## src/rtl/stm_focus_writer.sv

```systemverilog
// Focus-STM sample writer: packs 4x16-bit CPU words into 64-bit focus entries and streams them to BRAM.
// Optional CHECKSUM accumulator enabled by defining STM_WRITER_CHECKSUM_EN.
module stm_focus_writer #(
  parameter int ADDR_WIDTH = 13
) (
  input  logic                  CLK,
  input  logic                  RST_N,
  input  logic                  START,
  input  logic                  SEGMENT_IN,
  input  logic [15:0]           COUNT,
  input  logic [15:0]           DIN,
  input  logic                  DIN_VALID,
  output logic                  DIN_READY,
  output logic                  WE,
  output logic [ADDR_WIDTH:0]   WADDR,
  output logic [63:0]           WDATA,
  output logic                  BUSY,
  output logic                  DONE,
  output logic [15:0]           CYCLE,
  output logic                  ERR,
  output logic [15:0]           CHECKSUM
);

  typedef enum logic [1:0] {IDLE, COLLECT, WRITE, FINISH} state_t;

  localparam logic [16:0] MAX_COUNT = 17'd1 << ADDR_WIDTH;
  localparam logic [ADDR_WIDTH:0] IDX_ONE = {{ADDR_WIDTH{1'b0}}, 1'b1};

  state_t                state_q, state_d;
  logic                  seg_q, seg_d;
  logic [ADDR_WIDTH:0]   count_q, count_d;
  logic [ADDR_WIDTH:0]   idx_q, idx_d;
  logic [1:0]            k_q, k_d;
  logic [15:0]           w0_q, w0_d, w1_q, w1_d, w2_q, w2_d;
  logic                  we_q, we_d;
  logic [ADDR_WIDTH:0]   waddr_q, waddr_d;
  logic [63:0]           wdata_q, wdata_d;
  logic                  busy_q, busy_d;
  logic                  done_q, done_d;
  logic [15:0]           cycle_q, cycle_d;
  logic                  err_q, err_d;

  logic                  hs;
  logic                  count_ok;
  logic                  start_acc;
  logic [ADDR_WIDTH:0]   idx_inc;

  assign hs        = (state_q == COLLECT) && DIN_VALID;
  assign count_ok  = (COUNT != 16'd0) && ({1'b0, COUNT} <= MAX_COUNT);
  assign start_acc = (state_q == IDLE) && START && count_ok;
  assign idx_inc   = idx_q + IDX_ONE;

  always_comb begin
    state_d = state_q;
    seg_d   = seg_q;
    count_d = count_q;
    idx_d   = idx_q;
    k_d     = k_q;
    w0_d    = w0_q;
    w1_d    = w1_q;
    w2_d    = w2_q;
    we_d    = 1'b0;
    waddr_d = waddr_q;
    wdata_d = wdata_q;
    done_d  = 1'b0;
    cycle_d = cycle_q;
    err_d   = 1'b0;
    case (state_q)
      IDLE: begin
        if (START) begin
          if (count_ok) begin
            seg_d   = SEGMENT_IN;
            count_d = COUNT[ADDR_WIDTH:0];
            idx_d   = '0;
            k_d     = 2'd0;
            state_d = COLLECT;
          end else begin
            err_d = 1'b1;
          end
        end
      end
      COLLECT: begin
        if (hs) begin
          k_d = k_q + 2'd1;
          case (k_q)
            2'd0: w0_d = DIN;
            2'd1: w1_d = DIN;
            2'd2: w2_d = DIN;
            default: begin
              // w3 comes straight from DIN; bits [15:14] are dropped
              we_d    = 1'b1;
              waddr_d = {seg_q, idx_q[ADDR_WIDTH-1:0]};
              wdata_d = {2'b00, DIN[13:6], DIN[5:0], w2_q[15:4], w2_q[3:0],
                         w1_q[15:2], w1_q[1:0], w0_q};
              state_d = WRITE;
            end
          endcase
        end
      end
      WRITE: begin
        idx_d = idx_inc;
        if (idx_inc == count_q) begin
          done_d  = 1'b1;
          cycle_d = 16'(count_q) - 16'd1;
          state_d = FINISH;
        end else begin
          k_d     = 2'd0;
          state_d = COLLECT;
        end
      end
      default: state_d = IDLE;
    endcase
    busy_d = (state_d != IDLE);
  end

  always_ff @(posedge CLK or negedge RST_N) begin
    if (!RST_N) begin
      state_q <= IDLE;
      seg_q   <= 1'b0;
      count_q <= '0;
      idx_q   <= '0;
      k_q     <= 2'd0;
      w0_q    <= '0;
      w1_q    <= '0;
      w2_q    <= '0;
      we_q    <= 1'b0;
      waddr_q <= '0;
      wdata_q <= '0;
      busy_q  <= 1'b0;
      done_q  <= 1'b0;
      cycle_q <= '0;
      err_q   <= 1'b0;
    end else begin
      state_q <= state_d;
      seg_q   <= seg_d;
      count_q <= count_d;
      idx_q   <= idx_d;
      k_q     <= k_d;
      w0_q    <= w0_d;
      w1_q    <= w1_d;
      w2_q    <= w2_d;
      we_q    <= we_d;
      waddr_q <= waddr_d;
      wdata_q <= wdata_d;
      busy_q  <= busy_d;
      done_q  <= done_d;
      cycle_q <= cycle_d;
      err_q   <= err_d;
    end
  end

`ifdef STM_WRITER_CHECKSUM_EN
  logic [15:0] csum_q, csum_d;

  always_comb begin
    csum_d = csum_q;
    if (start_acc)
      csum_d = 16'd0;
    else if (hs)
      csum_d = csum_q ^ DIN;
  end

  always_ff @(posedge CLK or negedge RST_N) begin
    if (!RST_N) csum_q <= '0;
    else        csum_q <= csum_d;
  end

  assign CHECKSUM = csum_q;
`else
  logic unused_start_acc;
  assign unused_start_acc = start_acc;
  assign CHECKSUM = 16'd0;
`endif

  assign DIN_READY = (state_q == COLLECT);
  assign WE        = we_q;
  assign WADDR     = waddr_q;
  assign WDATA     = wdata_q;
  assign BUSY      = busy_q;
  assign DONE      = done_q;
  assign CYCLE     = cycle_q;
  assign ERR       = err_q;

endmodule

```

## config.mk

```make
export PLATFORM = sky130hd
export DESIGN_NAME = stm_focus_writer
export DESIGN_NICKNAME = d
export VERILOG_FILES = /design/src/rtl/stm_focus_writer.sv
export SDC_FILE = /design/constraint.sdc
export NUM_CORES = 1
export LEC_CHECK = 0
export BUFFER_PORTS_ARGS = -buffer_cell sky130_fd_sc_hd__buf_4
export CAP_MARGIN = 5
export CORE_MARGIN = 2
export CORE_UTILIZATION = 55
export CTS_CLUSTER_DIAMETER = 120
export CTS_CLUSTER_SIZE = 25
export DETAILED_ROUTE_END_ITERATION = 8
export GPL_TIMING_DRIVEN = 0
export PLACE_DENSITY = 0.87
export SETUP_SLACK_MARGIN = 0.4
export SYNTH_ARGS = -nofsm -noshare
export SYNTH_HDL_FRONTEND = slang
export SYNTH_SLANG_ARGS = --single-unit
```

## constraint.sdc

```tcl
create_clock -name CLK -period 3.4 [get_ports CLK]
set_clock_uncertainty 0.15 [all_clocks]
set_input_delay 0.68 -clock CLK [delete_from_list [all_inputs] [get_ports CLK]]
set_output_delay 0.68 -clock CLK [all_outputs]
set_load 0.03 [all_outputs]
```

# Word-level counts from Yosys, hierarchy flattened
# Cells that the tools add are included.
dict set report totals {
  reg_bits 177
  latch_bits 0
  ram_bits 0
  mem_bits_ro 0
  input_bits 37
  output_inout_bits 115
  word_cells 68
  n_memories 0
}
dict set report classes {
  add_sub_neg 3
  n_mul 0
  n_div 0
  order_cmp 1
  n_eq_ne 9
  n_shift 0
  mux 22
  bitwise 1
  reduce_logical 17
}
# operator n
set ops {}
lappend ops {{$mux W14} 2}
lappend ops {{$pmux W14 S2} 1}
lappend ops {{$mux W2} 9}
lappend ops {{$reduce_and A3 Y1} 6}
lappend ops {{$le A16 B14 Y1 const B} 1}
lappend ops {{$reduce_bool A16 Y1} 1}
lappend ops {{$sub A14 B1 Y15 const B} 1}
lappend ops {{$add A14 B1 Y14 const B} 1}
lappend ops {{$eq A14 B14 Y1} 1}
lappend ops {{$pmux W2 S3} 2}
lappend ops {{$mux W1} 8}
lappend ops {{$ne A2 B2 Y1 const B} 3}
lappend ops {{$reduce_and A5 Y1} 1}
lappend ops {{$eq A2 B1 Y1 const B} 2}
lappend ops {{$eq A2 B2 Y1 const B} 2}
lappend ops {{$logic_not A2 Y1} 2}
lappend ops {{$reduce_bool A2 Y1} 2}
lappend ops {{$reduce_bool A3 Y1} 1}
lappend ops {{$reduce_or A3 Y1} 1}
lappend ops {{$add A2 B1 Y2 const B} 1}
lappend ops {{$logic_and A1 B1 Y1} 2}
lappend ops {{$ne A2 B1 Y1 const B} 1}
lappend ops {{$reduce_and A2 Y1} 1}
lappend ops {{$not A1 Y1} 1}

# Logic depth before layout (Yosys ltp)
dict set report logic_depth {
  word_depth 6
  mapped_depth 9
  mapped_depth_nobuf 7
}

# Least setup slack after synthesis
# OpenSTA, ideal clock, no wires.
dict set report synth_timing {
  path_type {flip-flop to flip-flop}
  start {reg idx_q[0]}
  end {reg cycle_q[0] (netlist: CYCLE[0])}
  setup_time_ns 0.125
  t_arrival_ns 2.753
  path_slack_ns 0.372
  path_stages_with_launch 9
  n_path_buf 1
  period_less_slack_ns 3.028
  cell_sequence {dfrtp_1 ha_1 xor2_1 nor3_1 nand4_1 or4_4 nor4_4 buf_6 mux2_4}
}
dict set report synth_via {
  elab_chain_cells 3
}
# item line
set synth_rtl {}
lappend synth_rtl {{start, declared} 32} ;# logic [ADDR_WIDTH:0] idx_q, idx_d;
lappend synth_rtl {{start signal, assigned} 137} ;# idx_q <= idx_d;
lappend synth_rtl {{$add A14 B1 Y14} 51} ;# assign idx_inc = idx_q + IDX_ONE;
lappend synth_rtl {{$eq A14 B14 Y1} 102} ;# if (idx_inc == count_q) begin
lappend synth_rtl {{$reduce_and A2 Y1 (no line)} --}
lappend synth_rtl {{end signal, assigned} 147} ;# cycle_q <= cycle_d;
lappend synth_rtl {{end, declared} 40} ;# logic [15:0] cycle_q, cycle_d;
# No other way between the ends.
# A chain may end at the register's enable or synchronous reset.

# Final worst setup path
dict set report layout_timing {
  start {reg idx_q[1]}
  end {reg cycle_q[10] (netlist: CYCLE[10])}
}
# Same word-level chain as after synthesis.

==> run_results.csv <==
group,metric,value,unit
worst_setup_path,timing.rr.end,"CYCLE[10]",
worst_setup_path,required,3.57,ns
cells_and_area,diodes,0,
global_route,grt_overflow_total,0,
worst_setup_path,critPathKind,"reg -> reg",
global_route,grt_antenna_before_repair,0,
logic_synthesis,seq_area_frac_synth,57.69,%
cells_and_area,drive_gt1_share,48.15,%
logic_synthesis,yosysWarnings,0,
detailed_routing,drt-pass1-iter-count,4,
global_route,grt_pass1_wl,27.36,mm
outcome,status,"complete, no violations",
floorplan,core_area,0.01372,mm^2
floorplan,num_io_pins,152,
detailed_routing,viasPerCell,5.435,
pwr,power.density,949.7,mW/mm^2
worst_setup_path,critPathTopFamily,"simple AND/OR/NAND/NOR gates",
timing,tightest_slew,0.8069,ns
detailed_routing,drtIter0Drc,261,
timing,finalCriticalPeriod,2.917,ns
pwr,irDropWorstVdd,0.6288,mV
worst_setup_path,cpMaxStageDelayCell,"or4_4",
detailed_routing,wl_per_cell,18.90,um
place,portBuffers,133,
logic_synthesis,yosys.area.top_type_share,57.69,%
cts,clock_latency,0.44,ns
floorplan,dieArea,0.01484,mm^2
detailed_routing,via_count,5098,
worst_setup_path,crit_path_max_incr_delay,0.56,ns
cts,cts-htree-levels,4,
worst_setup_path,crit_path_end_kind,"register",
timing,fmax,342.8,MHz
global_route,grt_pass1_vias,5299,
timing,rsz0062_at_grt,"yes",
worst_setup_path,path_max_fanout,5,
global_route,grt_start_max_net_pins,134,
timing,finalSetupViolCount,0,
global_route,grt_usage,24.57,%
timing,max_slew_margin,46.20,%
timing,timing.final.crit_share,85.80,%
logic_synthesis,synthArstFlopShare,100.0,%
logic_synthesis,ys.flop_type,"dfrtp_1",
worst_setup_path,worst-r2r-cell-count,9,
floorplan,die_height,121.8,um
timing,finalMaxSlewViolations,0,
cells_and_area,fin_nets,790,
floorplan,fp.dieW,121.8,um
worst_setup_path,crit_end,"CYCLE[10]",
logic_synthesis,synth_area,0.007635,mm^2
cts,cts_tree,"built",
logic_synthesis,syn_avg_cell_area,13.37,um^2
floorplan,start_util,55.65,%
cts,cts_root_buf,"clkbuf_16",
timing,hold_viol,0,
logic_synthesis,synth.most_common_cell,"dfrtp_1",
logic_synthesis,synthDistinctLibCells,46,
worst_setup_path,cp.buffers_inverters,2,
timing,holdWs,0.3344,ns
cts,cts_buffers,17,
pwr,p_leak,4.632,nW
logic_synthesis,synthesis.instances,571,
detailed_routing,ant_nets,0,
cells_and_area,area_growth,26.01,%
place,dp_hpwl,12.25,mm
logic_synthesis,ys_seq_elements,176,
worst_setup_path,worst_setup_path_startpoint,"idx_q[1]",
detailed_routing,drc_errors,0,
worst_setup_path,arrival,3.09,ns
hold_path,min_from,"SEGMENT_IN",
worst_setup_path,r2r-start,"idx_q[1]",
floorplan,rows,43,
worst_setup_path,crit_cells,9,
worst_setup_path,crit_chain,"ha_4, xor2_1, nor3_1, nand4_1, or4_4, nor4_4, buf_4, buf_2, mux2_2",
cts,clkSlewWorstSetupHoldPaths,0.06,ns
place,globalplace.congestion,0.9093,
place,post-place-cells,902,
logic_synthesis,synth_edf_count,0,
detailed_routing,finalWirelength,17.73,mm
worst_setup_path,startpoint_type,"register",
logic_synthesis,synth_largest_area_cell,"dfrtp_1",
logic_synthesis,synth_common_cells,"dfrtp_1, mux2_2, nand2_1, o21ai_0",
run,drv_cap,0,
logic_synthesis,synthTopCellsByArea,"dfrtp_1, mux2_2, buf_4, xnor2_1, xor2_1",
cts,clock-sinks,176,
hold_path,hp-class,"in -> reg",
worst_setup_path,rrSetupSlack,0.48,ns
cells_and_area,fin_cells,938,
cts,clock_path_buffers,2,
## worst min path at each step
stage	endpoint	slack [ns]	cells after the start
final	seg_q	0.33	2
after detailed placement	w2_q[5]	0.34	1
after global placement	WDATA[32]	0.33	1
after floorplan	BUSY	0.23	0
after global routing	seg_q	0.33	2
after CTS	seg_q	0.33	2
## worst reg2reg max path, delay by kind of cell (launching register included)
family        cells  cell delay (ns)
xor+xnor          1             0.16
fa+ha+maj         1             0.24
buf+inv           2             0.34
flops             1             0.45
mux               1             0.33
simple gates      4             1.15
## registers in the layout (all words and copies together) (netlist names)
name and cells:
BUSY 1, CYCLE 15, DONE 1, ERR 1
WADDR 14, WDATA 62, WE 1, count_q 14
idx_q 14, k_q 2, seg_q 1, state_q 2
w0_q 16, w1_q 16, w2_q 16
## cells in the final DEF (no fill, tap or decap), types with 4 or more instances in the layout
cell	netlist	final
mux2_4	5	5
xnor2_1	16	16
inv_1	8	8
clkbuf_1	20	14
dfrtp_1	176	174
clkinv_4	0	4
nand2_1	22	22
conb_1	1	18
mux2_2	147	147
buf_2	5	6
o21ai_0	22	22
or3_1	7	7
clkbuf_16	0	17
nor4_1	5	5
nor3_1	10	10
ha_1	6	5
clkbuf_2	2	8
buf_4	20	155
and2_1	5	5
nor2b_1	5	5
nand3_1	7	7
nand2b_1	5	5
nor2_1	19	19
nand4_1	4	4
xor2_1	16	16
a21oi_1	10	10
## logic make-up after synthesis
group	count (synthesis)	share of synthesized area (%)
buffers and inverters	57	3.999
AND/OR/NAND/NOR	100	7.112
adder cells (fa/ha/maj)	6	0.9833
other	1	0.04912
flip-flops	176	57.69
multiplexers	153	22.80
AO/OA/AOI/OAI	46	3.704
XOR/XNOR	32	3.671
## power by group
part | leakage [nW] | switching, mW | internal, mW
registers | 2.23 | 0.606 | 2.97
clock network | 0.290 | 0.817 | 1.12
logic | 2.12 | 2.01 | 1.62
total | 4.63 | 3.43 | 5.71
## layer usage
layer	wire length [um]	track usage, %	up-vias
li1	-	-	2320
met1	6888	27.85	2578
met2	9110	42.91	163
met3	1274	7.491	37
met4	452	10.70	0
met5	0	0	-
## layout make-up
cell class / count / area [um^2]
inverters: 8 / 30.03
flip-flops and latches: 176 / 4407
multi-input cells: 355 / 3009
plain buffers: 49 / 282.8
repair buffers: 140 / 1082
fillers: 950 / 4099
clock inverters: 11 / 131.4
well taps: 180 / 225.2
clock buffers: 19 / 452.9
## per-stage QoR
step	utilization [%]	worst slack (ns)	power (mW)	TNS (ns)	area (um^2)
2_1_floorplan	-	0.4140	5.859	0	7699
5_1_grt	70.12	0.3930	9.578	0	9620
4_1_cts	69.97	0.4138	9.157	0	9599
3_3_place_gp	65.03	-0.003820	6.954	-0.01691	8922
6_report	70.12	0.4829	9.137	0	9620
3_5_place_dp	65.29	-0.07974	7.160	-0.3743	8957
## what timing repair did
action | in CTS | in global routing
cloned | 1 | 0
endpoints found under the hold margin | 43 | 0
setup endpoints to repair | 58 | 55
pin swaps | 1 | 0
resized for setup | 7 | 7
hold buffers | 1 | 0
buffers inserted | 4 | 0
(Power assumes the default switching activity.)
